$ cat src/rtl/minmax_if.sv
// Handshake and result bundle for the min/max tracker: burst control, sample stream,
// and the registered results of the last burst.
interface minmax_if #(
   parameter int WIDTH = 16,
   parameter int CNT_W = 8
);
   logic             energy;
   logic             start;
   logic [CNT_W-1:0] len;
   logic             in_valid;
   logic [WIDTH-1:0] in_data;
   logic             in_ready;
   logic             busy;
   logic             done;
   logic             empty;
   logic [WIDTH-1:0] min_out;
   logic [WIDTH-1:0] max_out;
   logic [CNT_W-1:0] min_idx;
   logic [CNT_W-1:0] max_idx;

   modport master (
      output energy, start, len, in_valid, in_data,
      input  in_ready, busy, done, empty, min_out, max_out, min_idx, max_idx
   );

   modport slave (
      input  energy, start, len, in_valid, in_data,
      output in_ready, busy, done, empty, min_out, max_out, min_idx, max_idx
   );
endinterface

$ cat src/rtl/minmax_tracker.sv
// Burst min/max tracker: consumes len signed samples and reports the extreme values
// and the index of their first occurrence, using the ALU's overflow-corrected compare.
module minmax_tracker #(
   parameter int WIDTH = 16,
   parameter int CNT_W = 8
) (
   input logic     clk,
   input logic     rst,
   minmax_if.slave bus
);

   typedef enum logic [1:0] {IDLE, RUN, DONE} state_t;

   localparam logic [WIDTH-1:0] MAX_POS = {1'b0, {(WIDTH-1){1'b1}}};
   localparam logic [WIDTH-1:0] MIN_NEG = {1'b1, {(WIDTH-1){1'b0}}};

   state_t           state, state_nxt;
   logic [CNT_W-1:0] len_q;
   logic [CNT_W-1:0] count;
   logic [CNT_W-1:0] count_inc;
   logic [WIDTH-1:0] min_q, max_q;
   logic [CNT_W-1:0] min_idx_q, max_idx_q;
   logic             empty_q;
   logic             in_ready;
   logic             accept;

   // Same rule as the ALU comparator: sign of (a - b) flipped when the subtraction overflows.
   function automatic logic less_than(input logic [WIDTH-1:0] a, input logic [WIDTH-1:0] b);
      logic [WIDTH-1:0] d;
      logic             ovf;
      d   = a - b;
      ovf = (a[WIDTH-1] ^ b[WIDTH-1]) & (d[WIDTH-1] ^ a[WIDTH-1]);
      return d[WIDTH-1] ^ ovf;
   endfunction

   assign count_inc = count + CNT_W'(1);
   assign accept    = in_ready & bus.in_valid;

   // NOTE: sequential state uses non-blocking assignments so every register samples pre-edge values.
   always_ff @(posedge clk or posedge rst) begin
      if (rst) state <= IDLE;
      else     state <= state_nxt;
   end

   // NOTE: every output of this block gets a default first, so no path can infer a latch.
   always_comb begin
      state_nxt = state;
      in_ready  = 1'b0;
      bus.busy  = 1'b0;
      bus.done  = 1'b0;
      case (state)
         IDLE: begin
            if (bus.energy && bus.start)
               state_nxt = (bus.len == '0) ? DONE : RUN;
         end
         RUN: begin
            bus.busy = 1'b1;
            in_ready = bus.energy;
            if (accept && count_inc == len_q) state_nxt = DONE;
         end
         DONE: begin
            bus.busy = 1'b1;
            bus.done = 1'b1;
            if (bus.energy) state_nxt = IDLE;
         end
         default: state_nxt = IDLE;
      endcase
   end

   always_ff @(posedge clk or posedge rst) begin
      if (rst) begin
         len_q     <= '0;
         count     <= '0;
         min_q     <= '0;
         max_q     <= '0;
         min_idx_q <= '0;
         max_idx_q <= '0;
         empty_q   <= 1'b0;
      end else if (state == IDLE && bus.energy && bus.start) begin
         len_q <= bus.len;
         count <= '0;
         if (bus.len == '0) begin
            min_q     <= MAX_POS;
            max_q     <= MIN_NEG;
            min_idx_q <= '0;
            max_idx_q <= '0;
            empty_q   <= 1'b1;
         end else begin
            empty_q <= 1'b0;
         end
      end else if (accept) begin
         count <= count_inc;
         if (count == '0) begin
            min_q     <= bus.in_data;
            max_q     <= bus.in_data;
            min_idx_q <= '0;
            max_idx_q <= '0;
         end else begin
            // Strict compares keep the earliest index on ties.
            if (less_than(bus.in_data, min_q)) begin
               min_q     <= bus.in_data;
               min_idx_q <= count;
            end
            if (less_than(max_q, bus.in_data)) begin
               max_q     <= bus.in_data;
               max_idx_q <= count;
            end
         end
      end
   end

   assign bus.in_ready = in_ready;
   assign bus.empty    = empty_q;
   assign bus.min_out  = min_q;
   assign bus.max_out  = max_q;
   assign bus.min_idx  = min_idx_q;
   assign bus.max_idx  = max_idx_q;

endmodule

$ cat src/flat_wrapper.sv
// flat-port wrapper written by rule: the top's interface ports become plain ports
module minmax_tracker_flat 
#(
   parameter int WIDTH = 16,
   parameter int CNT_W = 8
)
  (clk, rst, bus_energy, bus_start, bus_len, bus_in_valid, bus_in_data, bus_in_ready, bus_busy, bus_done, bus_empty, bus_min_out, bus_max_out, bus_min_idx, bus_max_idx);
  minmax_if #(.WIDTH(WIDTH), .CNT_W(CNT_W)) bus_i ();
  input logic clk;
  input logic rst;
  input wire logic [$bits(bus_i.energy)-1:0] bus_energy;
  input wire logic [$bits(bus_i.start)-1:0] bus_start;
  input wire logic [$bits(bus_i.len)-1:0] bus_len;
  input wire logic [$bits(bus_i.in_valid)-1:0] bus_in_valid;
  input wire logic [$bits(bus_i.in_data)-1:0] bus_in_data;
  output wire logic [$bits(bus_i.in_ready)-1:0] bus_in_ready;
  output wire logic [$bits(bus_i.busy)-1:0] bus_busy;
  output wire logic [$bits(bus_i.done)-1:0] bus_done;
  output wire logic [$bits(bus_i.empty)-1:0] bus_empty;
  output wire logic [$bits(bus_i.min_out)-1:0] bus_min_out;
  output wire logic [$bits(bus_i.max_out)-1:0] bus_max_out;
  output wire logic [$bits(bus_i.min_idx)-1:0] bus_min_idx;
  output wire logic [$bits(bus_i.max_idx)-1:0] bus_max_idx;
  assign bus_i.energy = bus_energy;
  assign bus_i.start = bus_start;
  assign bus_i.len = bus_len;
  assign bus_i.in_valid = bus_in_valid;
  assign bus_i.in_data = bus_in_data;
  assign bus_in_ready = bus_i.in_ready;
  assign bus_busy = bus_i.busy;
  assign bus_done = bus_i.done;
  assign bus_empty = bus_i.empty;
  assign bus_min_out = bus_i.min_out;
  assign bus_max_out = bus_i.max_out;
  assign bus_min_idx = bus_i.min_idx;
  assign bus_max_idx = bus_i.max_idx;
  minmax_tracker #(.WIDTH(WIDTH), .CNT_W(CNT_W)) u_core (.clk(clk), .rst(rst), .bus(bus_i));
endmodule
$ cat config.mk
export PLATFORM = sky130hd
export DESIGN_NAME = minmax_tracker_flat
export DESIGN_NICKNAME = d
export VERILOG_FILES = /design/src/rtl/minmax_if.sv /design/src/rtl/minmax_tracker.sv /design/src/flat_wrapper.sv
export SDC_FILE = /design/constraint.sdc
export NUM_CORES = 1
export LEC_CHECK = 0
export ABC_AREA = 1
export CORE_MARGIN = 2
export CORE_UTILIZATION = 37
export CTS_CLUSTER_SIZE = 16
export DETAILED_ROUTE_END_ITERATION = 7
export REMOVE_ABC_BUFFERS = 1
export SYNTH_ARGS = -nofsm -noshare
export SYNTH_HDL_FRONTEND = slang
export SYNTH_SLANG_ARGS = --single-unit
export TNS_END_PERCENT = 1
$ cat constraint.sdc
create_clock -name clk -period 4.5 [get_ports clk]
set_clock_uncertainty 0.05 [all_clocks]
set_input_delay 1.35 -clock clk [delete_from_list [all_inputs] [get_ports clk]]
set_output_delay 1.35 -clock clk [all_outputs]
set_load 0.05 [all_outputs]
==> results of run 1 <==
-- kinds of logic (layout without fill, tap and decap cells) --
family | after synthesis | after routing
buffers and inverters | 77 | 168
AO/OA/AOI/OAI | 81 | 81
flip-flops | 67 | 67
AND/OR/NAND/NOR | 188 | 188
XOR/XNOR | 1 | 1
adder cells (fa/ha/maj) | 35 | 35
-- worst paths after layout --
check	endpoint	cells past startpoint	slack, ps
max	u_core.bus.min_idx[3]$_DFFE_PP0P_	15	810
min	u_core.bus.max_idx[6]$_DFFE_PP0P_	2	430
min in group asynchronous	u_core.bus.min_out[2]$_DFFE_PP0P_	2	1460
min reg2reg	u_core.bus.max_idx[6]$_DFFE_PP0P_	2	430
max reg2reg	u_core.bus.min_idx[3]$_DFFE_PP0P_	15	1870
max in group asynchronous	u_core.len_q[4]$_DFFE_PP0P_	3	2180
-- critical path, stage by stage --
cell,delay [ps]
sky130_fd_sc_hd__clkdlybuf4s50_1,480
sky130_fd_sc_hd__ha_1,310
sky130_fd_sc_hd__nand3_1,70
sky130_fd_sc_hd__nand2_1,60
sky130_fd_sc_hd__nand3_1,60
sky130_fd_sc_hd__nand2_1,80
sky130_fd_sc_hd__a21oi_1,70
sky130_fd_sc_hd__o21bai_1,160
sky130_fd_sc_hd__a21oi_1,110
sky130_fd_sc_hd__fa_1,430
sky130_fd_sc_hd__o21ai_4,200
sky130_fd_sc_hd__nand2_4,110
sky130_fd_sc_hd__inv_8,240
sky130_fd_sc_hd__nand2_1,110
sky130_fd_sc_hd__o21ai_2,60
-- registers in the layout (all words and copies together) (netlist names) --
signal              cells
u_core.bus.empty        1
u_core.bus.max_idx      8
u_core.bus.max_out     16
u_core.bus.min_idx      8
u_core.bus.min_out     16
u_core.count            8
u_core.len_q            8
u_core.state            2
-- routing by layer --
metal  part of all wire (%)  global-route usage (%)  vias up
li1                       -                       -     1631
met1                     47                   22.66     1522
met2                     46                   25.74       85
met3                    5.3                   3.390       13
met4                    1.6                   6.227        0
met5                      0                       0        -
-- final cells by class --
class / count / share of cell area [%]
repair buffers: 85 / 16.55
clock inverters: 2 / 0.1982
clock buffers: 14 / 3.220
inverters: 67 / 5.227
multi-input cells: 305 / 38.25
well taps: 136 / 3.369
flip-flops and latches: 67 / 33.19
-- where the power goes --
| part | internal [mW] | total, mW | switching (mW) |
|---|---|---|---|
| Sequential | 0.842 | 1.04 | 0.200 |
| Clock | 0.229 | 0.451 | 0.222 |
| Combinational | 0.723 | 2.05 | 1.32 |
-- through the flow --
| step | hold slack [ps] | instance area, µm² | utilization (%) | setup slack [ps] | cells |
|---|---|---|---|---|---|
| 5_1_grt | 457.2 | 5051 | 48.71 | 610.2 | 676 |
| 2_1_floorplan | 405.1 | 3872 | - | 1021 | 439 |
| 3_5_place_dp | 423.2 | 4878 | 47.04 | 439.1 | 660 |
| 6_report | 433.2 | 5051 | 48.71 | 814.2 | 676 |
| 4_1_cts | 440.5 | 5051 | 48.71 | 799.6 | 676 |
| 3_3_place_gp | 421.2 | 4878 | 47.04 | 472.2 | 660 |
-- cell usage after synthesis, types with 4 or more instances --
master,instances,share of area [%]
sky130_fd_sc_hd__a21oi_4,10,4.1
sky130_fd_sc_hd__nor2_1,27,2.6
sky130_fd_sc_hd__a211oi_1,4,0.76
sky130_fd_sc_hd__inv_1,58,5.5
sky130_fd_sc_hd__ha_1,33,10
sky130_fd_sc_hd__a21oi_1,13,1.6
sky130_fd_sc_hd__nor2_2,5,0.79
sky130_fd_sc_hd__o21ai_0,24,3.0
sky130_fd_sc_hd__dfrtp_1,67,42
sky130_fd_sc_hd__nand2_1,113,11
sky130_fd_sc_hd__nand4_1,4,0.63
sky130_fd_sc_hd__a21oi_2,4,0.88
sky130_fd_sc_hd__nand3_1,20,2.5
sky130_fd_sc_hd__nand3b_1,4,0.76
sky130_fd_sc_hd__o21ai_2,11,2.4
sky130_fd_sc_hd__nor3_1,4,0.50
sky130_fd_sc_hd__inv_2,7,0.66
sky130_fd_sc_hd__o22ai_1,7,1.1
==> impl_metrics.json, run 1 <==
{
  "clkSlewWorstSetupHoldPaths_ps": 60,
  "cts.repair.resized": 0,
  "initial_core_util_pct": 38.30,
  "yosysWarningCount": 0,
  "netlist-cell-type-count": 41,
  "syn-cell-area_um2": 3971,
  "setup_repair_after_global_routing_missed_its_margin": "no",
  "gr-total-overflow": 0,
  "grt_util_all_layers_pct": 16.54,
  "maximum_number_of_pins_on_one_net_before_global_route_repair": 43,
  "synth_area_in_simple_gates_pct": 21.08,
  "final_net_count": 599,
  "finalCriticalPeriod_ps": 3686,
  "slew_headroom_pct": 40.79,
  "seqCellArea_um2": 1677,
  "pnr_total_power_mw": 3.540,
  "hold_viol_final": 0,
  "total_leakage_power_nw": 2.416,
  "numCtsBuffers": 9,
  "worst-path-max-fanout": 28,
  "synth_mux_area_share_pct": 0,
  "largest_family_of_logic_cells_by_synthesized_area": "simple AND/OR/NAND/NOR gates",
  "worst_r2r_startpoint": "u_core.bus.min_out[2]$_DFFE_PP0P_",
  "most-common-layout-cells": "sky130_fd_sc_hd__nand2_1 (113), sky130_fd_sc_hd__clkdlybuf4s50_1 (79), sky130_fd_sc_hd__dfrtp_1 (67), sky130_fd_sc_hd__inv_1 (57), sky130_fd_sc_hd__ha_1 (33)",
  "post_synth_fa_ha_maj_area_fraction_pct": 11.41,
  "setup-violations-final": 0,
  "drt_iter0_markers": 93,
  "sequential_area_share_after_synthesis_pct": 42.22,
  "cap_violations": 0,
  "cts.root.buffer_cell": "sky130_fd_sc_hd__clkbuf_8",
  "via_count_of_the_first_global_routing_pass": 3172,
  "die-area_um2": 11580,
  "drtAntennaViolNets": 0,
  "core_area_um2": 10370,
  "worstHoldPathType": "reg2reg",
  "clock_insertion_delay_worst_skew_ps": 340,
  "hp-start": "u_core.bus.max_idx[6]$_DFFE_PP0P_",
  "max_freq_mhz": 271.3,
  "postSynth.asyncResetShare_pct": 100.0,
  "cts_tree": "yes",
  "cts_hold_repair.buffers": 0,
  "peakVddDrop_mv": 0.3999,
  "synth-edff-count": 0,
  "critPathArrivalTime_ps": 3900,
  "post_synth_xor_area_fraction_pct": 0.2205,
  "drc": 0,
  "chipHeight_um": 107.6,
  "max_slew_vio_count": 0,
  "h-tree-depth": 3,
  "synthToLayoutAreaGrowth_pct": 27.19,
  "mostFrequentLayoutCell": "sky130_fd_sc_hd__nand2_1",
  "antenna-diode-count": 0,
  "synth-seq-cells": 67,
  "cts_setup_buffers": 0,
  "power_density_nw_per_um2": 700.7,
  "worst_setup_path_startpoint": "bus_in_data[1]",
  "nFillCells": 1050,
  "worstSetupEndpointType": "flip-flop",
  "synth-compound-area-share_pct": 15.94,
  "io_pins": 81,
  "drt_wl_total_um": 8957,
  "cts-root-to-sink-buffers": 2,
  "dp_hpwl_um": 6871,
  "buffers_on_ports": 80,
  "grt_antenna_before_repair": 0,
  "layout_worst_path_cycle_share_pct": 81.91,
  "run_status": "completed",
  "dr.pass1.iters": 4,
  "placement_rows": 37,
  "cp-start-kind": "input port",
  "synthFlopType": "sky130_fd_sc_hd__dfrtp_1",
  "floorplan.die.width_um": 107.6,
  "path_class": "in2reg",
  "via_count": 3251,
  "required_ps": 4710,
  "totalNegativeSetupSlack_ps": 0,
  "global_route_wire_length_before_repair_um": 15130,
  "wire_per_inst_um": 13.25,
  "tritoncts_num_sinks": 67,
  "syn-instance-count": 449,
  "postSynthAreaPerCell_um2": 8.845,
  "final_layout_size_suffix_gt1_share_pct": 12.96,
  "multi_input_comb_area_um2": 1932,
  "via_per_inst": 4.809,
  "tightestPinTransition_ps": 888.1,
  "place.gp.congestion": 0.8365
}
Note: power is estimated with default switching activity, not from simulation.
==> run 2, diff against run 1 <==
clock period = 3.48 ns   (was 4.5 ns; I/O delays follow)
==> impl_metrics.json, run 2 (synthesis gave the netlist of run 1 again) <==
{
  "cts-root-to-sink-buffers": 2,
  "worst-path-max-fanout": 8,
  "mostFrequentLayoutCell": "sky130_fd_sc_hd__nand2_1",
  "cts.root.buffer_cell": "sky130_fd_sc_hd__clkbuf_8",
  "core_area_um2": 10370,
  "via_count_of_the_first_global_routing_pass": 3238,
  "post-place-cells": 675,
  "place.gp.congestion": 0.8794,
  "holdWs_ps": 434.5,
  "drt_wl_total_um": 9404,
  "io_pins": 81,
  "path_class": "in2reg",
  "drt_iter0_markers": 113,
  "gr-total-overflow": 0,
  "die-area_um2": 11580,
  "hold_viol_final": 0,
  "clkSlewWorstSetupHoldPaths_ps": 70,
  "cts_tree": "yes",
  "clock_insertion_delay_worst_skew_ps": 350,
  "pnr_total_power_mw": 4.796,
  "via_per_inst": 4.793,
  "final_net_count": 614,
  "finalCriticalPeriod_ps": 3357,
  "tightestPinTransition_ps": 528.0,
  "initial_core_util_pct": 38.30,
  "critPathArrivalTime_ps": 3530,
  "max_freq_mhz": 297.9,
  "cap_violations": 0,
  "final_layout_size_suffix_gt1_share_pct": 15.68,
  "numCtsBuffers": 9,
  "placement_rows": 37,
  "worstSetupEndpointType": "flip-flop",
  "via_count": 3312,
  "dp_hpwl_um": 7166,
  "drc": 0,
  "buffers_on_ports": 80,
  "run_status": "completed",
  "worstHoldPathType": "reg2reg",
  "synthToLayoutAreaGrowth_pct": 32.80,
  "slew_headroom_pct": 64.69,
  "grt_util_all_layers_pct": 17.31,
  "setup_repair_after_global_routing_missed_its_margin": "no",
  "antenna-diode-count": 0,
  "layout_worst_path_cycle_share_pct": 96.46,
  "chipHeight_um": 107.6,
  "cts_hold_repair.buffers": 0,
  "most-common-layout-cells": "sky130_fd_sc_hd__nand2_1 (113), sky130_fd_sc_hd__clkdlybuf4s50_1 (79), sky130_fd_sc_hd__dfrtp_1 (67), sky130_fd_sc_hd__inv_1 (57), sky130_fd_sc_hd__ha_1 (33)",
  "wire_per_inst_um": 13.61,
  "required_ps": 3660,
  "max_slew_vio_count": 0,
  "tritoncts_num_sinks": 67,
  "setup-violations-final": 0,
  "global_route_wire_length_before_repair_um": 15870,
  "grt_antenna_before_repair": 0,
  "floorplan.die.width_um": 107.6,
  "h-tree-depth": 3,
  "maximum_number_of_pins_on_one_net_before_global_route_repair": 68,
  "nFillCells": 995,
  "peakVddDrop_mv": 0.4306,
  "dr.pass1.iters": 4,
  "total_leakage_power_nw": 2.531,
  "drtAntennaViolNets": 0,
  "cp-start-kind": "input port",
  "power_density_nw_per_um2": 909.4,
  "instances_no_fill": 691
}
==> run 2: path summary, 6_finish.rpt <==
kind | from | endpoint | slack, ps | depth (start not counted)
min in group asynchronous | rst | u_core.bus.min_out[1]$_DFFE_PP0P_ | 1020 | 3
setup reg to reg | u_core.bus.min_out[13]$_DFFE_PP0P_ | u_core.bus.min_out[8]$_DFFE_PP0P_ | 870 | 11
setup / recovery | bus_in_data[13] | u_core.bus.min_out[8]$_DFFE_PP0P_ | 120 | 11
hold reg to reg | u_core.bus.max_idx[1]$_DFFE_PP0P_ | u_core.bus.max_idx[1]$_DFFE_PP0P_ | 430 | 2
max in group asynchronous | rst | u_core.len_q[5]$_DFFE_PP0P_ | 2030 | 3
hold / removal | u_core.bus.max_idx[1]$_DFFE_PP0P_ | u_core.bus.max_idx[1]$_DFFE_PP0P_ | 430 | 2
==> run 2: power by group <==
part | total, mW | internal (mW) | switching [mW] | leakage [nW]
Sequential | 1.34 | 1.09 | 0.252 | 0.838
Combinational | 2.73 | 0.989 | 1.74 | 1.59
Clock | 0.725 | 0.405 | 0.320 | 0.106
==> run 2: final cells by class <==
type                       instances  area (µm²)  area share (%)
tap                              136       170.2           3.227
sequential                        67        1677           31.79
clock buffer                      10       127.6           2.420
timing repair buffer             100        1011           19.17
multi-input combinational        305        1932           36.63
clock inverter                     6       90.09           1.708
inverter                          67       266.5           5.053
==> run 2: stage by stage <==
step	utilization [%]	instance area (µm²)	TNS (ps)	setup slack [ps]
2_1_floorplan	-	3872	0	307.5
3_3_place_gp	48.73	5054	-6962	-187.8
3_5_place_dp	48.73	5054	-8899	-212.7
4_1_cts	50.83	5271	0	122.8
5_1_grt	50.86	5274	0	3.472
6_report	50.86	5274	0	123.1
==> run 2: critical path: stages <==
cell and delay, ps:
sky130_fd_sc_hd__clkdlybuf4s50_1 470, sky130_fd_sc_hd__ha_1 320, sky130_fd_sc_hd__nand4_1 140, sky130_fd_sc_hd__nor4_1 350, sky130_fd_sc_hd__a21oi_1 160, sky130_fd_sc_hd__fa_1 430, sky130_fd_sc_hd__o21ai_4 220, sky130_fd_sc_hd__nand2_4 100
sky130_fd_sc_hd__inv_8 90, sky130_fd_sc_hd__buf_12 150, sky130_fd_sc_hd__a21oi_4 50
==> run 2: layer usage <==
| layer | up-vias | track usage (%) | share of wire (%) |
|---|---|---|---|
| met1 | 1566 | 23.39 | 47 |
| met4 | 0 | 4.945 | 1.1 |
| met2 | 73 | 28.17 | 47 |
| met3 | 7 | 3.511 | 4.5 |
| met5 | - | 0 | 0 |
| li1 | 1666 | - | - |
==> run 2: timing repair <==
item,4_1_cts,5_1_grt
resized for setup,0,2
buffers inserted,0,0
setup endpoints to repair,0,10
